`src/rtl/seq_restoring_div_if.sv`:
```
// ============================================================================
//  Module      : seq_restoring_div_if
//  Description : Operand/result handshake bundle for seq_restoring_div.
//  Revision    : 1.0  initial release
// ============================================================================
`default_nettype none

interface seq_restoring_div_if #(
    parameter int W = 4
) ();
    logic             in_valid;
    logic             in_ready;
    logic [2*W-1:0]   dividend;
    logic [W-1:0]     divisor;
    logic             out_valid;
    logic             out_ready;
    logic [2*W-1:0]   quotient;
    logic [W-1:0]     remainder;
    logic             div_by_zero;

    modport master (
        output in_valid, dividend, divisor, out_ready,
        input  in_ready, out_valid, quotient, remainder, div_by_zero
    );

    modport slave (
        input  in_valid, dividend, divisor, out_ready,
        output in_ready, out_valid, quotient, remainder, div_by_zero
    );
endinterface

`default_nettype wire

```
`src/rtl/seq_restoring_div.sv`:
```
// ============================================================================
//  Module      : seq_restoring_div
//  Description : Iterative restoring divider, 2W-bit dividend / W-bit divisor,
//                one quotient bit per clock. Optional SEQ_DIV_FAST_ZERO_EN
//                short-circuits zero dividend/divisor straight to DONE.
//  Revision    : 1.0  initial release
// ============================================================================
`default_nettype none

module seq_restoring_div #(
    parameter int W = 4
) (
    input  logic              clk,
    input  logic              rst,
    seq_restoring_div_if.slave bus
);
    localparam int          STEPS = 2 * W;
    localparam int          CW    = $clog2(STEPS + 1);
    localparam logic [CW-1:0] c_STEPS = CW'(STEPS);

    localparam logic [1:0] c_ST_IDLE = 2'd0;
    localparam logic [1:0] c_ST_RUN  = 2'd1;
    localparam logic [1:0] c_ST_DONE = 2'd2;

    logic [1:0]     state_q, state_d;
    logic [2*W-1:0] q_q, q_d;
    logic [W:0]     part_q, part_d;
    logic [W-1:0]   dvs_q, dvs_d;
    logic [CW-1:0]  cnt_q, cnt_d;
    logic           dbz_q, dbz_d;

    logic [W:0]     w_shift;
    logic           w_ge;

    // Partial remainder stays below the divisor, so W+1 bits hold the shifted value.
    assign w_shift = {part_q[W-1:0], q_q[2*W-1]};
    assign w_ge    = (w_shift >= {1'b0, dvs_q});

    always_comb begin
        state_d = state_q;
        q_d     = q_q;
        part_d  = part_q;
        dvs_d   = dvs_q;
        cnt_d   = cnt_q;
        dbz_d   = dbz_q;
        case (state_q)
            c_ST_IDLE: begin
                if (bus.in_valid) begin
                    q_d     = bus.dividend;
                    dvs_d   = bus.divisor;
                    part_d  = '0;
                    cnt_d   = c_STEPS;
                    dbz_d   = (bus.divisor == '0);
                    state_d = c_ST_RUN;
`ifdef SEQ_DIV_FAST_ZERO_EN
                    if (bus.divisor == '0) begin
                        q_d     = '1;
                        part_d  = {1'b0, bus.dividend[W-1:0]};
                        cnt_d   = '0;
                        state_d = c_ST_DONE;
                    end else if (bus.dividend == '0) begin
                        q_d     = '0;
                        cnt_d   = '0;
                        state_d = c_ST_DONE;
                    end
`endif
                end
            end
            c_ST_RUN: begin
                if (w_ge) begin
                    part_d = w_shift - {1'b0, dvs_q};
                    q_d    = {q_q[2*W-2:0], 1'b1};
                end else begin
                    part_d = w_shift;
                    q_d    = {q_q[2*W-2:0], 1'b0};
                end
                cnt_d = cnt_q - CW'(1);
                if (cnt_q == CW'(1)) begin
                    state_d = c_ST_DONE;
                end
            end
            c_ST_DONE: begin
                if (bus.out_ready) begin
                    state_d = c_ST_IDLE;
                end
            end
            default: begin
                state_d = c_ST_IDLE;
            end
        endcase
    end

    always_ff @(posedge clk or posedge rst) begin
        if (rst) begin
            state_q <= c_ST_IDLE;
            q_q     <= '0;
            part_q  <= '0;
            dvs_q   <= '0;
            cnt_q   <= '0;
            dbz_q   <= 1'b0;
        end else begin
            state_q <= state_d;
            q_q     <= q_d;
            part_q  <= part_d;
            dvs_q   <= dvs_d;
            cnt_q   <= cnt_d;
            dbz_q   <= dbz_d;
        end
    end

    assign bus.in_ready    = (state_q == c_ST_IDLE);
    assign bus.out_valid   = (state_q == c_ST_DONE);
    assign bus.quotient    = q_q;
    assign bus.remainder   = part_q[W-1:0];
    assign bus.div_by_zero = dbz_q;

endmodule

`default_nettype wire

```
`src/flat_wrapper.sv`:
```
// flat-port wrapper written by rule: the top's interface ports become plain ports
module seq_restoring_div_flat 
#(
    parameter int W = 4
)
  (clk, rst, bus_in_valid, bus_dividend, bus_divisor, bus_out_ready, bus_in_ready, bus_out_valid, bus_quotient, bus_remainder, bus_div_by_zero);
  seq_restoring_div_if #(.W(W)) bus_i ();
  input  logic clk;
  input  logic rst;
  input wire logic [$bits(bus_i.in_valid)-1:0] bus_in_valid;
  input wire logic [$bits(bus_i.dividend)-1:0] bus_dividend;
  input wire logic [$bits(bus_i.divisor)-1:0] bus_divisor;
  input wire logic [$bits(bus_i.out_ready)-1:0] bus_out_ready;
  output wire logic [$bits(bus_i.in_ready)-1:0] bus_in_ready;
  output wire logic [$bits(bus_i.out_valid)-1:0] bus_out_valid;
  output wire logic [$bits(bus_i.quotient)-1:0] bus_quotient;
  output wire logic [$bits(bus_i.remainder)-1:0] bus_remainder;
  output wire logic [$bits(bus_i.div_by_zero)-1:0] bus_div_by_zero;
  assign bus_i.in_valid = bus_in_valid;
  assign bus_i.dividend = bus_dividend;
  assign bus_i.divisor = bus_divisor;
  assign bus_i.out_ready = bus_out_ready;
  assign bus_in_ready = bus_i.in_ready;
  assign bus_out_valid = bus_i.out_valid;
  assign bus_quotient = bus_i.quotient;
  assign bus_remainder = bus_i.remainder;
  assign bus_div_by_zero = bus_i.div_by_zero;
  seq_restoring_div #(.W(W)) u_core (.clk(clk), .rst(rst), .bus(bus_i));
endmodule
```
`config.mk`:
```
export PLATFORM = sky130hd
export DESIGN_NAME = seq_restoring_div_flat
export DESIGN_NICKNAME = d
export VERILOG_FILES = /design/src/rtl/seq_restoring_div_if.sv /design/src/rtl/seq_restoring_div.sv /design/src/flat_wrapper.sv
export SDC_FILE = /design/constraint.sdc
export NUM_CORES = 1
export LEC_CHECK = 0
export ABC_AREA = 0
export CORE_AREA = 2 2 52 54
export DETAILED_ROUTE_END_ITERATION = 7
export DIE_AREA = 0 0 54 56
export PLACE_DENSITY = 0.8
export SLEW_MARGIN = 10
export SYNTH_ARGS = -nofsm -noshare
export SYNTH_HDL_FRONTEND = slang
export SYNTH_SLANG_ARGS = --single-unit
```
`constraint.sdc`:
```
create_clock -name clk -period 3.9 [get_ports clk]
set_input_delay 0.78 -clock clk [delete_from_list [all_inputs] [get_ports clk]]
set_output_delay 0.78 -clock clk [all_outputs]
set_load 0.05 [all_outputs]
```
==> metrics.sh <==
POST_SYNTHESIS_CELL_COUNT=126
DRT_ITER0_MARKERS=15
FP-ROW-COUNT=18
CP-START-KIND='flip-flop'
TRITONCTS_CLOCK_TREE='yes'
ANTENNADIODECOUNT=0
YOSYS_WARNINGS=0
MIN_PATH_CELLS=2
INSERTION_DELAY_TO_THE_LATER_SINK_OF_THE_WORST_SKEW_PAIR_PS=320
FINAL-SETUP-VIOL-COUNT=0
DRC=0
SEQ_AREA_FRAC_SYNTH_PCT=48.0
AREA.GROWTH.SYNTH_TO_FINAL_PCT=28.1
CTSHTREEMAXLEVEL=1
CLOCK_SINK_COUNT=23
FINALNETCOUNT=181
POST-ROUTE-PERIOD-UTIL_PCT=66.9
POST_CTS_RESIZE_COUNT=0
LAYOUT.CELLS.MOST_COMMON='sky130_fd_sc_hd__clkdlybuf4s50_1'
TIMING.CRITICAL_PATH.SLOWEST_STAGE_CELL='sky130_fd_sc_hd__clkdlybuf4s50_1'
TIMING.SETUP.TNS_PS=0
WORST-SLEW-PIN-TRANSITION_PS=874
DRIVE_ABOVE_1_SHARE_PCT=5.10
PLACE.PORT_BUFFERS=30
AVGSYNTHCELLAREA_UM2=9.51
START_UTIL_PCT=49.3
CRIT_PATH_MAX_INCR_DELAY_PS=810
ROOT_BUFFER='sky130_fd_sc_hd__clkbuf_4'
YOSYSUNIQUECELLTYPES=33
CLKSLEWWORSTSETUPHOLDPATHS_PS=130
DIE-AREA_UM2=3020
WORST_SLEW_MARGIN_REL_PCT=41.7
GRT_PASS1_VIAS=993
DIE_H_UM=56
POST-ROUTE-MIN-PERIOD_PS=2610
WORST_R2R_PATH_DEPTH=5
HOLD-WORST-SLACK_PS=504
ENDPOINT_KIND='primary output'
FINAL-INSTANCE-COUNT-EXCL-FILL=187
POST_SYNTH_INSTANCE_AREA_UM2=1200
DETAILED_PLACE_HPWL_UM=1950
GRT_SETUP_UNREPAIRED='no'
GLOBAL_ROUTE.USAGE.TOTAL_PCT=19.7
NUM_VIAS=1032
DIE_X_UM=54
LARGEST_NET_DEGREE_AT_THE_START_OF_GLOBAL_ROUTING=24
REPORT.FINAL.HOLD_VIOL_COUNT=0
FP.COREAREA_UM2=2430
PLACEDCELLCOUNT=183
TIMING.MAX_CAP.VIOLATIONS=0
SKEW_PS=6.99
FINALMAXSLEWVIOLATIONS=0
DETAILED_ROUTE_WIRE_LENGTH_PER_CELL_UM=14.1
ROUTE.FINAL.WIRE_LENGTH_UM=2630
CP_MAX_FO=5
FLOP_AND_LATCH_COUNT_OUT_OF_SYNTHESIS=23
GRT_OVERFLOW=0
LAYOUT.CELLS.MOST_COMMON_LIST='sky130_fd_sc_hd__clkdlybuf4s50_1, sky130_fd_sc_hd__nand2_1, sky130_fd_sc_hd__dfrtp_1, sky130_fd_sc_hd__inv_1, sky130_fd_sc_hd__o21ai_0'
WORSTHOLDPATHTYPE='reg2reg'
VIASPERCELL=5.52
DRT_PRE_ANTENNA_ITERS=4
CTS_SETUP_BUFFERS=0
MAPPEDNETLISTNETS=149
CRIT_PATH_CELL_TRACE='and2b_2, clkdlybuf4s50_1'
TIMING_WORST_SETUP_PATH_TYPE='reg2out'
CLOCK_TREE_BUF_DEPTH=2
CTS.HOLD.BUFFERS_ADDED=0
IO-PIN-COUNT=31
REQUIRED_PS=3120
MAXCLOCKFREQUENCY_MHz=383
CTS_MADE_BUFFERS=3
TIMING.CRITICAL_PATH.ARRIVAL_PS=1830
GRT_ANTENNA_BEFORE_REPAIR=0
GRT_FIRST_PASS_WIRELENGTH_UM=4390
GLOBALPLACE.CONGESTION=0.780
ANT_NETS=0
STATUS='finished clean'
metrics by stage:
stage | setup WS, ps | cell area (um^2) | utilization, %
after floorplan | 2000 | 1200 | -
after global placement | 1490 | 1510 | 62.0
after detailed placement | 1420 | 1510 | 62.0
after CTS | 1290 | 1540 | 63.1
after global routing | 1260 | 1540 | 63.1
final | 1290 | 1540 | 63.1
Yosys cell counts:
cell,n,area share (%)
sky130_fd_sc_hd__nor3b_4,1,1.6
sky130_fd_sc_hd__ha_1,6,6.3
sky130_fd_sc_hd__o211ai_1,4,2.5
sky130_fd_sc_hd__nor3b_1,1,0.63
sky130_fd_sc_hd__nor2_1,6,1.9
sky130_fd_sc_hd__nand3_1,6,2.5
sky130_fd_sc_hd__a21oi_1,2,0.84
sky130_fd_sc_hd__nand2_1,27,8.5
sky130_fd_sc_hd__nand4_1,1,0.52
sky130_fd_sc_hd__buf_4,1,0.63
sky130_fd_sc_hd__a22oi_2,1,1.0
sky130_fd_sc_hd__and2b_2,1,0.73
sky130_fd_sc_hd__o21ai_0,8,3.3
sky130_fd_sc_hd__a211oi_1,1,0.63
sky130_fd_sc_hd__buf_2,1,0.42
sky130_fd_sc_hd__o32ai_1,1,0.73
sky130_fd_sc_hd__a31oi_1,1,0.52
sky130_fd_sc_hd__o21ai_1,4,1.7
sky130_fd_sc_hd__nand2b_1,2,1.0
sky130_fd_sc_hd__dfrtp_1,23,48
sky130_fd_sc_hd__xnor2_1,1,0.73
sky130_fd_sc_hd__or2_1,1,0.52
sky130_fd_sc_hd__nor3_1,2,0.84
sky130_fd_sc_hd__a22o_1,1,0.73
sky130_fd_sc_hd__or4_1,1,0.63
sky130_fd_sc_hd__a221o_1,1,0.84
sky130_fd_sc_hd__fa_1,1,1.7
sky130_fd_sc_hd__nor2b_1,1,0.52
sky130_fd_sc_hd__buf_6,2,1.9
sky130_fd_sc_hd__a22oi_1,6,3.8
sky130_fd_sc_hd__o31ai_1,1,0.63
sky130_fd_sc_hd__inv_1,9,2.8
sky130_fd_sc_hd__nor2_2,1,0.52
path summary, 6_finish.rpt:
path,startpoint,to,slack [ps]
setup / recovery,u_core.state_q[0]$_DFFE_PP0P_,bus_out_valid,1290
setup reg to reg,u_core.part_q[1]$_DFFE_PP0P_,u_core.part_q[0]$_DFFE_PP0P_,2210
hold / removal,u_core.bus.div_by_zero$_DFFE_PP0P_,u_core.bus.div_by_zero$_DFFE_PP0P_,500
max in group asynchronous,rst,u_core.bus.quotient[0]$_DFFE_PP0P_,2430
min in group asynchronous,rst,u_core.part_q[2]$_DFFE_PP0P_,930
hold reg to reg,u_core.bus.div_by_zero$_DFFE_PP0P_,u_core.bus.div_by_zero$_DFFE_PP0P_,500
worst max-delay path: cells and delay by family, from the launching register on:
kind | cells | cell delay [ps]
simple gates | 1 | 250
flops | 1 | 460
buf+inv | 1 | 810
sequential cells by signal, indices dropped and copies added, names as in the netlist:
name	cells
u_core.cnt_q	4
u_core.state_q	2
u_core.bus.quotient	8
u_core.part_q	4
u_core.bus.div_by_zero	1
u_core.dvs_q	4
layer usage:
layer	track usage, %	vias to the layer above	routed length (um)
li1	-	497	-
met1	26.1	498	1160
met2	32.2	32	1310
met3	2.42	5	120
met4	7.50	0	41
met5	0	-	0
area by class of cell:
class	instances	area (um^2)
flip-flops and latches	23	576
repair buffers	31	308
clock buffers	4	26.3
well taps	30	37.5
fillers	214	897
multi-input cells	90	554
inverters	9	33.8
kinds of logic (layout without fill, tap and decap cells):
kind of cell	count (synthesis)	count (layout)	share of synthesized area (%)
DFF	23	23	48.0
xor gates and xnor gates	1	1	0.731
AOI/OAI and AO/OA	31	31	17.2
and+or+nand+nor	51	51	20.4
adders and majority gates	7	7	7.93
buffers and inverters	13	44	5.74
Power is not shown: default switching activity piles up to over one toggle a cycle in this logic, so the estimate is an artifact.
==> variant: new RTL, config.mk and constraints unchanged <==
Add a define of `SEQ_DIV_FAST_ZERO_EN`.
--- a/src/rtl/seq_restoring_div.sv
+++ b/src/rtl/seq_restoring_div.sv
@@ -7,4 +7,6 @@
 // ============================================================================
 `default_nettype none
+
+`define SEQ_DIV_FAST_ZERO_EN
 
 module seq_restoring_div #(
Behaviour: not the same (a bounded check fails within 4 cycles, from zero or initial values and one cycle with rst high).
==> variant against the unedited design <==
- area after synthesis is 15% higher
- via count is 19% higher
- sequential cell count stayed put
- critical path depth stayed put
- first-iteration DRC count grew to 2.7 times the old value
- final area is 10% higher
- setup slack better by 17 ps
- utilization is 6.6 points higher
- global-route usage is 4.2 points higher
- wire length is 24% higher
- hold slack worse by 8.9 ps
- critical path type unchanged
- highest routed layer unchanged
Power is not shown: default switching activity piles up to over one toggle a cycle in this logic, so the estimate is an artifact.
==> variant: results (changes against the unedited design) <==
* Top cell types by occurrence after synthesis: dfrtp_1, nand2_1, o21ai_0
* Yosys cell types at 44 (+33%)
* Diode count at 0 (unchanged)
* All-Layer GR Usage at 23.9% (+4.2 points)
* Hold Path Depth at 1 (-1)
* Vias in the first global route at 1152 (+16%)
* Via/cell ratio at 6.00 (+8.6%)
* Initial antenna violation count at 0 (unchanged)
* Top FF cell, synth: dfrtp_1
* Critical Path Start: u_core.state_q[1]$_DFFE_PP0P_
* Largest net degree at the start of global routing at 24 (unchanged)
* Adder-cell area share of the yosys netlist at 6.87% (-1.1 points)
* Cell depth of the worst flop-to-flop path at 8 (+3)
* Slew Limit Headroom at 41.1% (-0.60 points)
* Slowest CP cell: clkdlybuf4s50_1
* Gate family responsible for the most delay along the worst path: buffers and inverters
* GRT met2 Usage at 39.5% (+7.3 points)
* GRT met3 Usage at 3.23% (+0.81 points)
* Hold WC Path Type: flop to flop
* Reg clk slew, reported paths at 140 ps
* Critical path peak fanout at 8 (+3)
* Share of layout cells above drive strength 1 at 6.32% (+1.2 points)
* Worst Skew at 14.5 ps (+7.47 ps)
* Top routing layer in use: met4
* Postcts setup bufs at 0 (unchanged)
* Number of H-tree levels at 1 (unchanged)
* Outcome: finished, final reports clean
* Resized cells post-CTS at 0 (unchanged)
* DR WL met2 at 1720 µm (+31%)
* Worst r2r src: u_core.bus.quotient[7]$_DFFE_PP0P_
* DP HPWL at 2540 µm (+30%)
* Post-synth ARST share at 100% (unchanged)
* Compound-Gate Fraction of Synth Area at 23.7% (+6.5 points)
* Initial DRC count at 41 (+26)
* GR Util met1 at 32.7% (+6.6 points)
* Top cells by area, synth: dfrtp_1, o21ai_0, ha_1
* Total CTS buffers at 3 (unchanged)
* I/O Buffers at 30 (unchanged)
* Final #Nets at 198 (+9.4%)
* Mux share of post-synthesis cell area at 0% (unchanged)
* Metal3 WL at 100 µm (-17%)
* Pre-antenna DRT Iters at 4 (unchanged)
* Ys Warns at 0 (unchanged)
* Root buf cell: clkbuf_4
* Synthesized net count at 171 (+15%)
* Max stage delay on crit path at 810 ps (about the same)
* First-pass GRT wire length at 5440 µm (+24%)
* Register area share after synthesis at 41.6% (-6.4 points)
* Max reg flops at 8 (unchanged)
* WL met1 at 1400 µm (+21%)
* Hold path start: u_core.bus.div_by_zero$_DFFE_PP0P_
* DR WL/cell at 16.0 µm (+14%)
* Post-synthesis xor/xnor area fraction at 0.633% (-0.098 points)
* Maximum clock insertion buffer count at 2 (unchanged)
* GP Congestion at 0.788 (+1.1%)
-- variant: cell types whose count changed after synthesis, moves of 3 or more --
cell,delta
o21ai_0,+9
nand2_1,-9
o22ai_1,+6
a21oi_1,+5
a22oi_1,-6
nand3_1,-4
o211ai_1,-3
o21ai_1,-4
-- variant: final timing paths --
path                                                      end  slack, ps
setup / recovery                                bus_out_valid       1310
hold / removal             u_core.bus.div_by_zero$_DFFE_PP0P_        500
setup reg to reg                 u_core.part_q[2]$_DFFE_PP0P_       1830
hold reg to reg            u_core.bus.div_by_zero$_DFFE_PP0P_        500
max in group asynchronous        u_core.part_q[0]$_DFFE_PP0P_       2420
min in group asynchronous  u_core.bus.div_by_zero$_DFFE_PP0P_        930
-- variant: stage by stage --
step / setup slack [ps] / area, µm² / util (%) / instances
global route: 1190 / 1700 / 69.7 / 204
global placement: 1330 / 1660 / 68.4 / 200
CTS: 1300 / 1690 / 69.6 / 204
floorplan: 1870 / 1380 / - / 148
detailed placement: 1200 / 1660 / 68.4 / 200
finish: 1310 / 1700 / 69.7 / 204
-- variant: kinds of logic after synthesis --
kind of cell               Yosys count
and+or+nand+nor                     51
xor gates and xnor gates             1
buffers and inverters               17
DFF                                 23
adders and majority gates            7
AOI/OAI and AO/OA                   49
-- variant: cell type report --
| type | count | area [µm²] |
|---|---|---|
| Timing Repair Buffer | 30 | 300 |
| Clock buffer | 3 | 22.5 |
| Sequential cell | 23 | 576 |
| Fill cell | 201 | 737 |
| Multi-Input combinational cell | 108 | 718 |
| Clock inverter | 1 | 7.51 |
| Inverter | 9 | 33.8 |
| Tap cell | 30 | 37.5 |
